[config.mk]
export PLATFORM = sky130hd
export DESIGN_NAME = pic_inta_sequencer
export DESIGN_NICKNAME = d
export VERILOG_FILES = /design/src/rtl/pic_pkg.sv /design/src/rtl/pic_sync_edge.sv /design/src/rtl/pic_inta_sequencer.sv
export SDC_FILE = /design/constraint.sdc
export NUM_CORES = 1
export LEC_CHECK = 0
export ABC_CLOCK_PERIOD_IN_PS = 2700
export CORE_MARGIN = 4
export CORE_UTILIZATION = 48
export DETAILED_ROUTE_END_ITERATION = 7
export GPL_ROUTABILITY_DRIVEN = 0
export PLACE_DENSITY = 0.84
export SLEW_MARGIN = 5
export SYNTH_ARGS = -nofsm -noshare
export SYNTH_HDL_FRONTEND = slang
export SYNTH_SLANG_ARGS = --single-unit
export TNS_END_PERCENT = 5
[constraint.sdc]
create_clock -name clk -period 2.7 [get_ports clk]
set_clock_uncertainty 0.1 [all_clocks]
set_input_delay 0.54 -clock clk [delete_from_list [all_inputs] [get_ports clk]]
set_output_delay 0.54 -clock clk [all_outputs]
set_load 0.005 [all_outputs]
[src/rtl/pic_pkg.sv]
// Shared definitions for the 8259A-style interrupt acknowledge logic.
package pic_pkg;

    localparam int          LVL_W        = 3;
    localparam logic [7:0]  CALL_OPCODE  = 8'hCD;
    localparam logic [LVL_W-1:0] SPURIOUS_LVL = 3'd7;

    // Acknowledge sequencer states: ACKn is an INTA low pulse, GAPn the high time after it.
    typedef enum logic [2:0] {
        ST_IDLE = 3'd0,
        ST_ACK1 = 3'd1,
        ST_GAP1 = 3'd2,
        ST_ACK2 = 3'd3,
        ST_GAP2 = 3'd4,
        ST_ACK3 = 3'd5
    } inta_state_t;

    // One-hot decode of an IR level onto the 8 ISR/IRR bit positions.
    function automatic logic [7:0] lvl_onehot(input logic [LVL_W-1:0] lvl);
        lvl_onehot = 8'h01 << lvl;
    endfunction

endpackage

[src/rtl/pic_sync_edge.sv]
// Multi-flop synchronizer for the raw INTA pin with fall/rise pulse detection.
module pic_sync_edge #(
    parameter int SYNC_STAGES = 2
) (
    input  logic clk,
    input  logic rst_n,
    input  logic i_din,
    output logic o_sync,
    output logic o_fall,
    output logic o_rise
);

    logic [SYNC_STAGES-1:0] r_sync;
    logic                   r_prev;

    // Shift the pin through the chain; idle level of an active-low pin is high.
    always_ff @(posedge clk or negedge rst_n) begin
        if (!rst_n) begin
            r_sync <= '1;
            r_prev <= 1'b1;
        end else begin
            r_sync <= {r_sync[SYNC_STAGES-2:0], i_din};
            r_prev <= r_sync[SYNC_STAGES-1];
        end
    end

    assign o_sync = r_sync[SYNC_STAGES-1];
    assign o_fall = r_prev & ~r_sync[SYNC_STAGES-1];
    assign o_rise = ~r_prev & r_sync[SYNC_STAGES-1];

endmodule

[src/rtl/pic_inta_sequencer.sv]
// INTA bus-cycle sequencer: drives vector/CALL bytes and ISR/freeze/AEOI strobes.
module pic_inta_sequencer
    import pic_pkg::*;
#(
    parameter int SYNC_STAGES = 2
) (
    input  logic       clk,
    input  logic       rst_n,
    input  logic       inta_n,
    input  logic       int_req,
    input  logic [2:0] int_level,
    input  logic       mode_8086,
    input  logic       aeoi,
    input  logic       adi,
    input  logic [4:0] vec_base,
    input  logic [2:0] addr_low,
    input  logic [7:0] addr_high,
    input  logic       init_abort,
    output logic [7:0] dout,
    output logic       dout_oe,
    output logic [7:0] isr_set,
    output logic       freeze,
    output logic [7:0] eoi_clr
);

    inta_state_t      r_state;
    inta_state_t      w_next;
    logic [LVL_W-1:0] r_lvl;
    logic             r_spur;
    logic             r_mode;
    logic [7:0]       r_dout;
    logic [7:0]       r_isr_set;
    logic [7:0]       r_eoi_clr;

    logic             w_sync;
    logic             w_fall;
    logic             w_rise;
    logic             w_start;
    logic             w_finish;
    logic             w_load;
    logic [7:0]       w_byte;

    pic_sync_edge #(
        .SYNC_STAGES (SYNC_STAGES)
    ) u_sync (
        .clk    (clk),
        .rst_n  (rst_n),
        .i_din  (inta_n),
        .o_sync (w_sync),
        .o_fall (w_fall),
        .o_rise (w_rise)
    );

    // State register.
    always_ff @(posedge clk or negedge rst_n) begin
        if (!rst_n) begin
            r_state <= ST_IDLE;
        end else begin
            r_state <= w_next;
        end
    end

    // Next state plus start/finish/byte-load strobes; init_abort overrides every edge.
    always_comb begin
        w_next   = r_state;
        w_start  = 1'b0;
        w_finish = 1'b0;
        w_load   = 1'b0;
        w_byte   = r_dout;
        if (init_abort) begin
            w_next = ST_IDLE;
        end else begin
            case (r_state)
                ST_IDLE: if (w_fall) begin
                    w_next  = ST_ACK1;
                    w_start = 1'b1;
                    w_load  = !mode_8086;
                    w_byte  = CALL_OPCODE;
                end
                ST_ACK1: if (w_rise) w_next = ST_GAP1;
                ST_GAP1: if (w_fall) begin
                    w_next = ST_ACK2;
                    w_load = 1'b1;
                    if (r_mode)
                        w_byte = {vec_base, r_lvl};
                    else if (adi)
                        w_byte = {addr_low, r_lvl, 2'b00};
                    else
                        w_byte = {addr_low[2:1], r_lvl, 3'b000};
                end
                ST_ACK2: if (w_rise) begin
                    w_next   = r_mode ? ST_IDLE : ST_GAP2;
                    w_finish = r_mode;
                end
                ST_GAP2: if (w_fall) begin
                    w_next = ST_ACK3;
                    w_load = 1'b1;
                    w_byte = addr_high;
                end
                ST_ACK3: if (w_rise) begin
                    w_next   = ST_IDLE;
                    w_finish = 1'b1;
                end
                default: w_next = ST_IDLE;
            endcase
        end
    end

    // Sequence context (level, spurious flag, mode), the held data byte and the strobes.
    always_ff @(posedge clk or negedge rst_n) begin
        if (!rst_n) begin
            r_lvl     <= '0;
            r_spur    <= 1'b0;
            r_mode    <= 1'b0;
            r_dout    <= 8'h00;
            r_isr_set <= 8'h00;
            r_eoi_clr <= 8'h00;
        end else begin
            if (w_start) begin
                r_lvl  <= int_req ? int_level : SPURIOUS_LVL;
                r_spur <= !int_req;
                r_mode <= mode_8086;
            end
            if (w_load) begin
                r_dout <= w_byte;
            end
            r_isr_set <= (w_start && int_req) ? lvl_onehot(int_level) : 8'h00;
            r_eoi_clr <= (w_finish && aeoi && !r_spur) ? lvl_onehot(r_lvl) : 8'h00;
        end
    end

    assign dout    = r_dout;
    assign dout_oe = ((r_state == ST_ACK1) && !r_mode) ||
                     (r_state == ST_ACK2) || (r_state == ST_ACK3);
    assign freeze  = (r_state != ST_IDLE);
    assign isr_set = r_isr_set;
    assign eoi_clr = r_eoi_clr;

endmodule

==> reports/results.ini <==
[timing]
finalMaxSlewViolations=0
tns_ns=0
finalCritPeriodShare=0.943
clock.fmax_ghz=0.393
setup_viol=0
relSlewSlack=0.592
period_minus_slack_ns=2.55
worst_slew_pin_slew_ns=0.610
rsz0062_at_grt=false
hold_violations=0

[global_route]
overflow=0
grt_pass1_wl_mm=6.07
track_usage=0.186
grt_antenna_before_repair=0
first_global_vias=1315
grt_max_degree=36

[route]
routed_wl_mm=3.59
vias_per_cell=5.17
drc=0
vias=1303
first_iter_violations=56
wl_per_cell_microns=14.3
ant_nets=0
firstDrtPassIters=4

[layout]
fill_cells=253
stdcell_count=252
drive_gt1_frac=0.111
nNetsFinal=234
final_area_sq_um=2180
syn2layout_area_growth_pct=38.7
diodes=0

[pwr]
cellPowerDensity_nw_per_um2=501
power.leakage_nw=0.874
vdd_ir_drop_max_v=0.000329
p_total_mw=1.09

[critical_path]
worstSetupStartpointType=flip-flop
critical_path.top_delay_family=buffers and inverters
critPathRequiredTime_ns=2.06
cp_data_arrival_time_ns=1.91
end_kind=primary output
critPathKind=flip-flop to primary output
slowest_stage=clkdlybuf4s50_1
path_buf_inv=1
worst-path-max-fanout=12
crit_path_max_incr_delay_ns=0.55
crit_chain=and2_1 > a211oi_1 > clkdlybuf4s50_1

[job]
drv_cap=0

[synthesis]
synth_cells=153
ys_async_sr_fraction=1.00
avgSynthCellArea_sq_um=10.3
synth_mux_area_frac=0.0207
synth_fa_ha_area_frac=0
syn_area_sq_um=1580
synth_nets=180
synth_cell_types=37
yosys_warnings=0
synthFlopType=dfrtp_1
ys_ff_latch=35
yosys.area_share.simple=0.232
synth_xor_area_frac=0.0111
seq_area_frac_synth=0.558
synth_compound_area_frac=0.144
synth_edf_count=0
synth_top_family_by_area=simple AND/OR/NAND/NOR gates

[die]
start_util=0.508
fp.dieH_microns=65.3
fp.dieW_microns=65.3
num_rows=20
die_area_sq_um=4260
ioPinCount=53
core_region_area_sq_um=3100

[placed_design]
placed_cells=244
io_buffers=52
dpl-instance-area_sq_um=2130
dpl.hpwl_mm=2.77

[cts]
post_cts_buffers=0
clockBufferDepth=2
cts_hold_buf=0
cts_sinks=35
htreeDepth=2
post_cts_resize_count=0
cts_tree=done
clockRootBuffer=clkbuf_4
clock_latency_ns=0.34
path_clk_slew_ns=0.09
cts-buffers-inserted=5

[run_status]
status=completed

[hold_path]
hold_path_class=flip-flop to flip-flop

metal layers:
layer | up-vias | share of wire | track usage
met4 | 0 | 0.021 | 0.0803
met3 | 10 | 0.077 | 0.0632
met1 | 606 | 0.41 | 0.215
li1 | 643 | - | -
met5 | - | 0 | 0
met2 | 44 | 0.49 | 0.314
where the power goes:
part           total (mW)  internal (mW)  switching (mW)
Sequential          0.616          0.566          0.0498
Combinational       0.210          0.127          0.0831
Clock               0.268          0.100           0.168
Total                1.09          0.794           0.301
cell families (layout without fill, tap and decap cells):
| family | after synthesis | after routing |
|---|---|---|
| AND/OR/NAND/NOR | 72 | 72 |
| multiplexers | 3 | 3 |
| flip-flops | 35 | 35 |
| buffers and inverters | 11 | 66 |
| AO/OA/AOI/OAI | 30 | 30 |
| XOR/XNOR | 2 | 2 |
registers in the layout, indices dropped and copies added, names as in the netlist:
name / flops
dout: 8
eoi_clr: 8
isr_set: 8
r_lvl: 3
r_mode: 1
r_spur: 1
r_state: 3
u_sync.r_prev: 1
u_sync.r_sync: 2
placed cells by master (no fill, tap or decap), types with 2 or more instances in the layout:
master,Yosys,final
a211oi_1,5,5
a21oi_1,5,5
a221oi_1,3,3
a2bb2oi_1,2,2
buf_4,0,3
clkbuf_4,0,5
clkdlybuf4s50_1,0,52
dfrtp_1,32,32
dfstp_2,3,3
inv_1,3,3
mux2_2,2,2
nand2_1,14,14
nand2b_1,6,6
nand3_1,3,3
nand3b_1,3,3
nor2_1,22,22
nor2b_1,5,5
nor3_1,8,8
nor3b_1,3,3
nor4_1,2,2
o21ai_0,8,8
synthesized netlist by cell type, drive strengths merged (2+ instances only):
| cell | n | share of area |
|---|---|---|
| a211oi | 5 | 0.024 |
| a21oi | 5 | 0.016 |
| a221oi | 3 | 0.017 |
| a2bb2oi | 2 | 0.011 |
| a31oi | 2 | 0.012 |
| buf | 5 | 0.020 |
| clkbuf | 3 | 0.0071 |
| dfrtp | 32 | 0.51 |
| dfstp | 3 | 0.050 |
| inv | 3 | 0.0071 |
| mux2 | 2 | 0.014 |
| nand2 | 14 | 0.033 |
| nand2b | 6 | 0.024 |
| nand3 | 3 | 0.0095 |
| nand3b | 3 | 0.014 |
| nor2 | 23 | 0.056 |
| nor2b | 5 | 0.020 |
| nor3 | 8 | 0.025 |
| nor3b | 3 | 0.014 |
| nor4 | 2 | 0.0079 |
| o21ai | 8 | 0.025 |
| or3 | 2 | 0.012 |
through the flow:
step	setup WS [ns]	util	hold slack (ns)
floorplan	0.820	-	0.144
global placement	0.254	0.687	0.248
detailed placement	0.235	0.687	0.248
CTS	0.134	0.704	0.264
global route	0.0489	0.704	0.271
finish	0.154	0.704	0.262
cell type report:
cell class                 count  area, sq um  area share
clock buffer                   6         41.3      0.0189
clock inverter                 2         12.5     0.00573
inverter                       3         11.3     0.00515
multi-input combinational    107          642       0.294
sequential                    35          880       0.403
tap                           44         55.1      0.0252
timing repair buffer          55          543       0.249
final timing paths:
kind                                            start                          to  slack, ns  depth (start not counted)
min in group asynchronous                       rst_n        eoi_clr[2]$_DFF_PN0_       0.50                          2
max reg2reg                   u_sync.r_prev$_DFF_PN1_         dout[3]$_DFFE_PN0P_       0.75                          5
max                            r_state[1]$_DFFE_PN0P_                     dout_oe       0.15                          3
min reg2reg                u_sync.r_sync[0]$_DFF_PN1_  u_sync.r_sync[1]$_DFF_PN1_       0.26                          0
min                        u_sync.r_sync[0]$_DFF_PN1_  u_sync.r_sync[1]$_DFF_PN1_       0.26                          0
max in group asynchronous                       rst_n     u_sync.r_prev$_DFF_PN1_       1.65                          2
Power figures use the tool's default switching activity.
